[config.mk]
export PLATFORM = sky130hd
export DESIGN_NAME = pb_job_dispatcher
export DESIGN_NICKNAME = d
export VERILOG_FILES = /design/src/rtl/pb_job_dispatcher.sv
export SDC_FILE = /design/constraint.sdc
export NUM_CORES = 1
export LEC_CHECK = 0
export ABC_AREA = 1
export BUFFER_PORTS_ARGS = -buffer_cell sky130_fd_sc_hd__buf_2
export CAP_MARGIN = 20
export CELL_PAD_IN_SITES_DETAIL_PLACEMENT = 0
export CELL_PAD_IN_SITES_GLOBAL_PLACEMENT = 2
export CORE_AREA = 2 2 299 183
export CTS_CLUSTER_DIAMETER = 50
export CTS_CLUSTER_SIZE = 14
export DETAILED_ROUTE_END_ITERATION = 7
export DIE_AREA = 0 0 301 185
export GPL_TIMING_DRIVEN = 0
export PLACE_DENSITY = 0.82
export SLEW_MARGIN = 20
export SYNTH_ARGS = -nofsm -noshare
export SYNTH_HDL_FRONTEND = slang
export SYNTH_SLANG_ARGS = --single-unit
[constraint.sdc]
create_clock -name clk -period 5.7 [get_ports clk]
set_input_delay 0.57 -clock clk [delete_from_list [all_inputs] [get_ports clk]]
set_output_delay 0.57 -clock clk [all_outputs]
set_load 0.01 [all_outputs]
[src/rtl/pb_job_dispatcher.sv]
// Job FIFO feeding NUM_CH packet-builder channels round-robin. Tracks each channel through
// start/busy/irq, flags channels that never go busy, and merges completions into one irq.
module pb_job_dispatcher #(
  parameter  int NUM_CH  = 2,
  parameter  int DEPTH   = 4,
  parameter  int ADDR_W  = 32,
  parameter  int TIMEOUT = 15,
  localparam int DW      = 2*ADDR_W+17,
  localparam int CW      = $clog2(DEPTH)+1
) (
  input  logic                 clk,
  input  logic                 rst_n,
  input  logic                 job_valid,
  output logic                 job_ready,
  input  logic [DW-1:0]        job_desc,
  output logic [NUM_CH-1:0]    ch_start,
  output logic [NUM_CH*DW-1:0] ch_desc,
  input  logic [NUM_CH-1:0]    ch_busy,
  input  logic [NUM_CH-1:0]    ch_irq,
  output logic [NUM_CH-1:0]    irq_status,
  output logic [NUM_CH-1:0]    err_status,
  input  logic [NUM_CH-1:0]    irq_mask,
  input  logic [NUM_CH-1:0]    irq_clr,
  output logic                 irq,
  output logic [CW-1:0]        fifo_count,
  output logic                 idle
);
  localparam int AW   = $clog2(DEPTH);
  localparam int CH_W = (NUM_CH > 1) ? $clog2(NUM_CH) : 1;
  localparam logic [7:0] TMO_W = 8'(TIMEOUT);

  typedef enum logic [1:0] {S_IDLE, S_LAUNCH, S_WAIT, S_RUN} state_t;

  logic [DW-1:0]     mem [DEPTH];
  logic [AW-1:0]     wr_ptr, rd_ptr;
  logic              push, pop, fifo_nempty;
  logic [NUM_CH-1:0] ch_idle, dispatch, done_evt, err_evt;
  logic [NUM_CH-1:0] irq_st_nxt, err_st_nxt;
  logic [CH_W-1:0]   last_gnt, gnt_idx;
  logic              gnt_vld;
  int                rr_c;

  // ---------------- job FIFO (no bypass: a fresh push dispatches one edge later)
  assign job_ready   = fifo_count < CW'(DEPTH);
  assign push        = job_valid & job_ready;
  assign fifo_nempty = fifo_count != '0;
  assign pop         = fifo_nempty & (|ch_idle);

  always_ff @(posedge clk) begin
    if (push) mem[wr_ptr] <= job_desc;
  end

  always_ff @(posedge clk or negedge rst_n) begin
    if (!rst_n) begin
      wr_ptr     <= '0;
      rd_ptr     <= '0;
      fifo_count <= '0;
    end else begin
      if (push) wr_ptr <= wr_ptr + AW'(1);
      if (pop)  rd_ptr <= rd_ptr + AW'(1);
      case ({push, pop})
        2'b10:   fifo_count <= fifo_count + CW'(1);
        2'b01:   fifo_count <= fifo_count - CW'(1);
        default: fifo_count <= fifo_count;
      endcase
    end
  end

  // ---------------- round-robin: first idle channel after the last grant, wrapping
  always_comb begin
    gnt_vld = 1'b0;
    gnt_idx = last_gnt;
    rr_c    = 0;
    for (int k = 1; k <= NUM_CH; k++) begin
      rr_c = (int'(last_gnt) + k) % NUM_CH;
      if (!gnt_vld && ch_idle[CH_W'(rr_c)]) begin
        gnt_vld = 1'b1;
        gnt_idx = CH_W'(rr_c);
      end
    end
  end

  always_ff @(posedge clk or negedge rst_n) begin
    if (!rst_n)                last_gnt <= CH_W'(NUM_CH-1);
    else if (pop && gnt_vld)   last_gnt <= gnt_idx;
  end

  // ---------------- per-channel launch / wait-busy / run tracking
  for (genvar i = 0; i < NUM_CH; i++) begin : g_ch
    state_t        state, state_nxt;
    logic [7:0]    wait_cnt;
    logic [DW-1:0] desc_q;
    logic          tmo;

    assign dispatch[i] = pop & (gnt_idx == CH_W'(i));
    // Fires on the TIMEOUT-th busy-less WAIT cycle.
    assign tmo = (wait_cnt + 8'd1) == TMO_W;

    always_ff @(posedge clk or negedge rst_n) begin
      if (!rst_n) state <= S_IDLE;
      else        state <= state_nxt;
    end

    always_ff @(posedge clk or negedge rst_n) begin
      if (!rst_n)                                            wait_cnt <= '0;
      else if (state == S_LAUNCH)                            wait_cnt <= '0;
      else if (state == S_WAIT && !ch_busy[i] && !ch_irq[i]) wait_cnt <= wait_cnt + 8'd1;
    end

    always_ff @(posedge clk or negedge rst_n) begin
      if (!rst_n)           desc_q <= '0;
      else if (dispatch[i]) desc_q <= mem[rd_ptr];
    end

    always_comb begin
      state_nxt = state;
      case (state)
        S_IDLE:   if (dispatch[i]) state_nxt = S_LAUNCH;
        S_LAUNCH: state_nxt = S_WAIT;
        S_WAIT: begin
          if (ch_irq[i])       state_nxt = S_IDLE;
          else if (ch_busy[i]) state_nxt = S_RUN;
          else if (tmo)        state_nxt = S_IDLE;
        end
        S_RUN:    if (ch_irq[i]) state_nxt = S_IDLE;
        default:  state_nxt = S_IDLE;
      endcase
    end

    // A fast channel may complete while still in WAIT; that wins over busy/timeout.
    always_comb begin
      ch_idle[i]  = (state == S_IDLE);
      ch_start[i] = (state == S_LAUNCH);
      done_evt[i] = ((state == S_WAIT) || (state == S_RUN)) && ch_irq[i];
      err_evt[i]  = (state == S_WAIT) && !ch_irq[i] && !ch_busy[i] && tmo;
    end

    assign ch_desc[i*DW +: DW] = desc_q;
  end

  // ---------------- sticky status, set wins over a coincident clear
  assign irq_st_nxt = (irq_status & ~irq_clr) | done_evt;
  assign err_st_nxt = (err_status & ~irq_clr) | err_evt;

  always_ff @(posedge clk or negedge rst_n) begin
    if (!rst_n) begin
      irq_status <= '0;
      err_status <= '0;
      irq        <= 1'b0;
    end else begin
      irq_status <= irq_st_nxt;
      err_status <= err_st_nxt;
      irq        <= (|(irq_st_nxt & irq_mask)) | (|err_st_nxt);
    end
  end

  assign idle = !fifo_nempty && (&ch_idle);

endmodule

==> metrics.yaml <==
clk_pin_slew_ns: 0.07
antenna_found_initial: 9
end_kind: "flip-flop"
use_met3_pct: 3.81
die_y_um: 185
r2r-end: "g_ch[1].desc_q[36]"
drive_gt1_share_pct: 19.4
fp.dieW_um: 301
hpwlAfterDp_um: 36700
synthTopCellsByArea: "edfxtp_1 49%, dfrtp_1 24%, nand2_1 11%"
powerDensity_nw_per_um2: 606
cp_data_arrival_time_ns: 2.95
drc: 0
syn_area_sq_um: 19800
maxSlewViolCount: 0
cp-endpoint: "g_ch[1].desc_q[36]"
r2r_start: "rd_ptr[0]"
port_buffers: 265
finish.utilization_pct: 45.1
seq_area_frac_synth_pct: 73.6
ios: 266
met2_usage_pct: 30.4
drt_iter0_drc: 875
critPathMaxFanout: 10
maxCapViolCount: 0
met1_usage_pct: 27.1
num_vias: 13400
grt_pass1_wl_um: 79900
layout_commonest_cell: "nand2_1"
grt_max_degree: 93
fillCellCount: 5014
synth_top_area_share_pct: 49.0
grt_pass1_vias: 13100
syn2layout_area_growth_pct: 21.1
gp_congestion: 0.785
numClockSinks: 519
overflow: 0
hp-class: "in -> reg"
period_share_pct: 43.7
synth_cell_types: 29
vias_per_cell: 4.79
cts_root_buf: "clkbuf_16"
core_sq_um: 53300
criticalPathCategory: "reg -> reg"
worstMarginPinSlew_ns: 0.879
syn_nets: 1822
ir_drop_mv: 0.363
rsz0062_at_grt: "no"
ant_nets: 0
cts_setup_buffers: 0
min_period_ns: 2.49
busiest_layer: "met2"
crit_start: "rd_ptr[0]"
htreeDepth: 2
cts_buffers: 47
p_leak_nw: 10.2
outcome: "finished, final reports clean"
rows: 66
worst-r2r-cell-count: 8
tritoncts: "yes"
wirelength_um: 53800
holdWs_ns: 0.207
wl_per_cell_um: 19.2
die_area_sq_um: 55700
yosysWarnings: 0
setup_violations: 0
max_freq_mhz: 401
regToRegSetupSlack_ns: 3.21
groute.usage.overall_pct: 19.1
nets: 2156
cts_buffer_depth: 3
hold_violations: 0
finClkSkew_ns: 0.0206
yosysTopAreaCell: "edfxtp_1"
syn_inst: 1720
slew_headroom_pct: 41.4
start_util_pct: 37.3
final_cell_mix: "557 x nand2_1, 324 x edfxtp_1, 308 x buf_2, 194 x dfrtp_1, 184 x nor2_1"
first_pass_iters: 5
finalSetupTns_ns: 0
synth-seq-cells: 519
syn_area_per_cell_sq_um: 11.5
insertion_delay_ns: 0.58
critPathLaunchType: "flip-flop"
p_total_mw: 14.6
worstPathRequired_ns: 6.16
-- synthesized netlist by cell type (all sizes together) --
master and instances:
a31oi 2, ha 9, o22ai 85, nand2 557, nand4 2, clkinv 1
a22o 2, clkbuf 42, buf 44, inv 52, o21ai 183, xor2 5
xnor2 2, dfrtp 194, a21oi 6, dfstp 1, fa 1, nor3 5
nand3 12, o21bai 1, edfxtp 324, nor2 190
-- what timing repair did --
| action | in CTS | in global routing |
|---|---|---|
| setup endpoints to repair | 0 | 0 |
| hold buffers | 1 | 0 |
| endpoints found under the hold margin | 19 | 0 |
| resized for setup | 0 | 0 |
-- sequential cells by signal (all words and copies together) (netlist names), 3 cells and up --
signal and cells:
fifo_count 3, g_ch.desc_q 162, g_ch.state 4, g_ch.wait_cnt 16, mem 324
-- power breakdown --
| group | switching (mW) | leakage, nW | total [mW] | internal, mW |
|---|---|---|---|---|
| clock | 1.40 | 0.696 | 3.06 | 1.66 |
| sequential | 0.443 | 5.38 | 5.49 | 5.05 |
| combinational | 4.19 | 4.08 | 6.01 | 1.82 |
| total | 6.03 | 10.2 | 14.6 | 8.53 |
-- critical path, stage by stage, from the launching register on --
cell,delay [ns]
dfrtp_1,0.33
buf_2,0.34
clkinv_1,0.54
buf_2,0.42
buf_2,0.25
nor2_1,0.12
o22ai_1,0.19
nand2_1,0.13
nand2_1,0.05
-- area by class of cell --
class | count | area [sq um] | share of cell area (%)
tap | 714 | 893 | 3.72
timing repair buffer | 285 | 1810 | 7.54
antenna | 3 | 7.51 | 0.0312
multi-input combinational | 1062 | 4690 | 19.5
sequential | 519 | 14600 | 60.8
clock inverter | 11 | 113 | 0.468
buffer | 86 | 378 | 1.57
inverter | 53 | 199 | 0.828
clock buffer | 75 | 1330 | 5.54
-- per-layer routing --
metal / vias to the layer above / part of all wire [%] / routed length [um]
met4: 4 / 1.9 / 1010
met3: 81 / 5.2 / 2800
met5: - / 0.045 / 24
met2: 287 / 46 / 24900
met1: 6560 / 47 / 25000
li1: 6516 / - / -
-- cells by family after synthesis --
kind of cell / Yosys count / synth area share [%]
buffers and inverters: 139 / 2.91
AND/OR/NAND/NOR: 766 / 14.8
adder cells (fa/ha/maj): 10 / 0.668
flip-flops: 519 / 73.6
AO/OA/AOI/OAI: 279 / 7.73
XOR/XNOR: 7 / 0.309
-- how the worst min path moves through the flow --
stage	cells past startpoint	start	end
after floorplan	0	rst_n	err_status[0]
after global placement	2	g_ch[1].desc_q[52]	g_ch[1].desc_q[52]
after detailed placement	1	rst_n	g_ch[1].state[1]
after CTS	1	job_desc[57]	mem[3][57]
after global routing	1	job_desc[21]	mem[0][21]
final	1	job_desc[22]	mem[2][22]
-- metrics by stage --
step / setup slack (ns) / instance area (sq um) / instances
after CTS: 3.08 / 24000 / 2805
after global routing: 2.99 / 24000 / 2807
after detailed placement: 3.08 / 22600 / 2718
after global placement: -2.14 / 22100 / 2699
after floorplan: 1.03 / 19800 / 1720
final: 3.21 / 24000 / 2808
(Power assumes the default switching activity.)
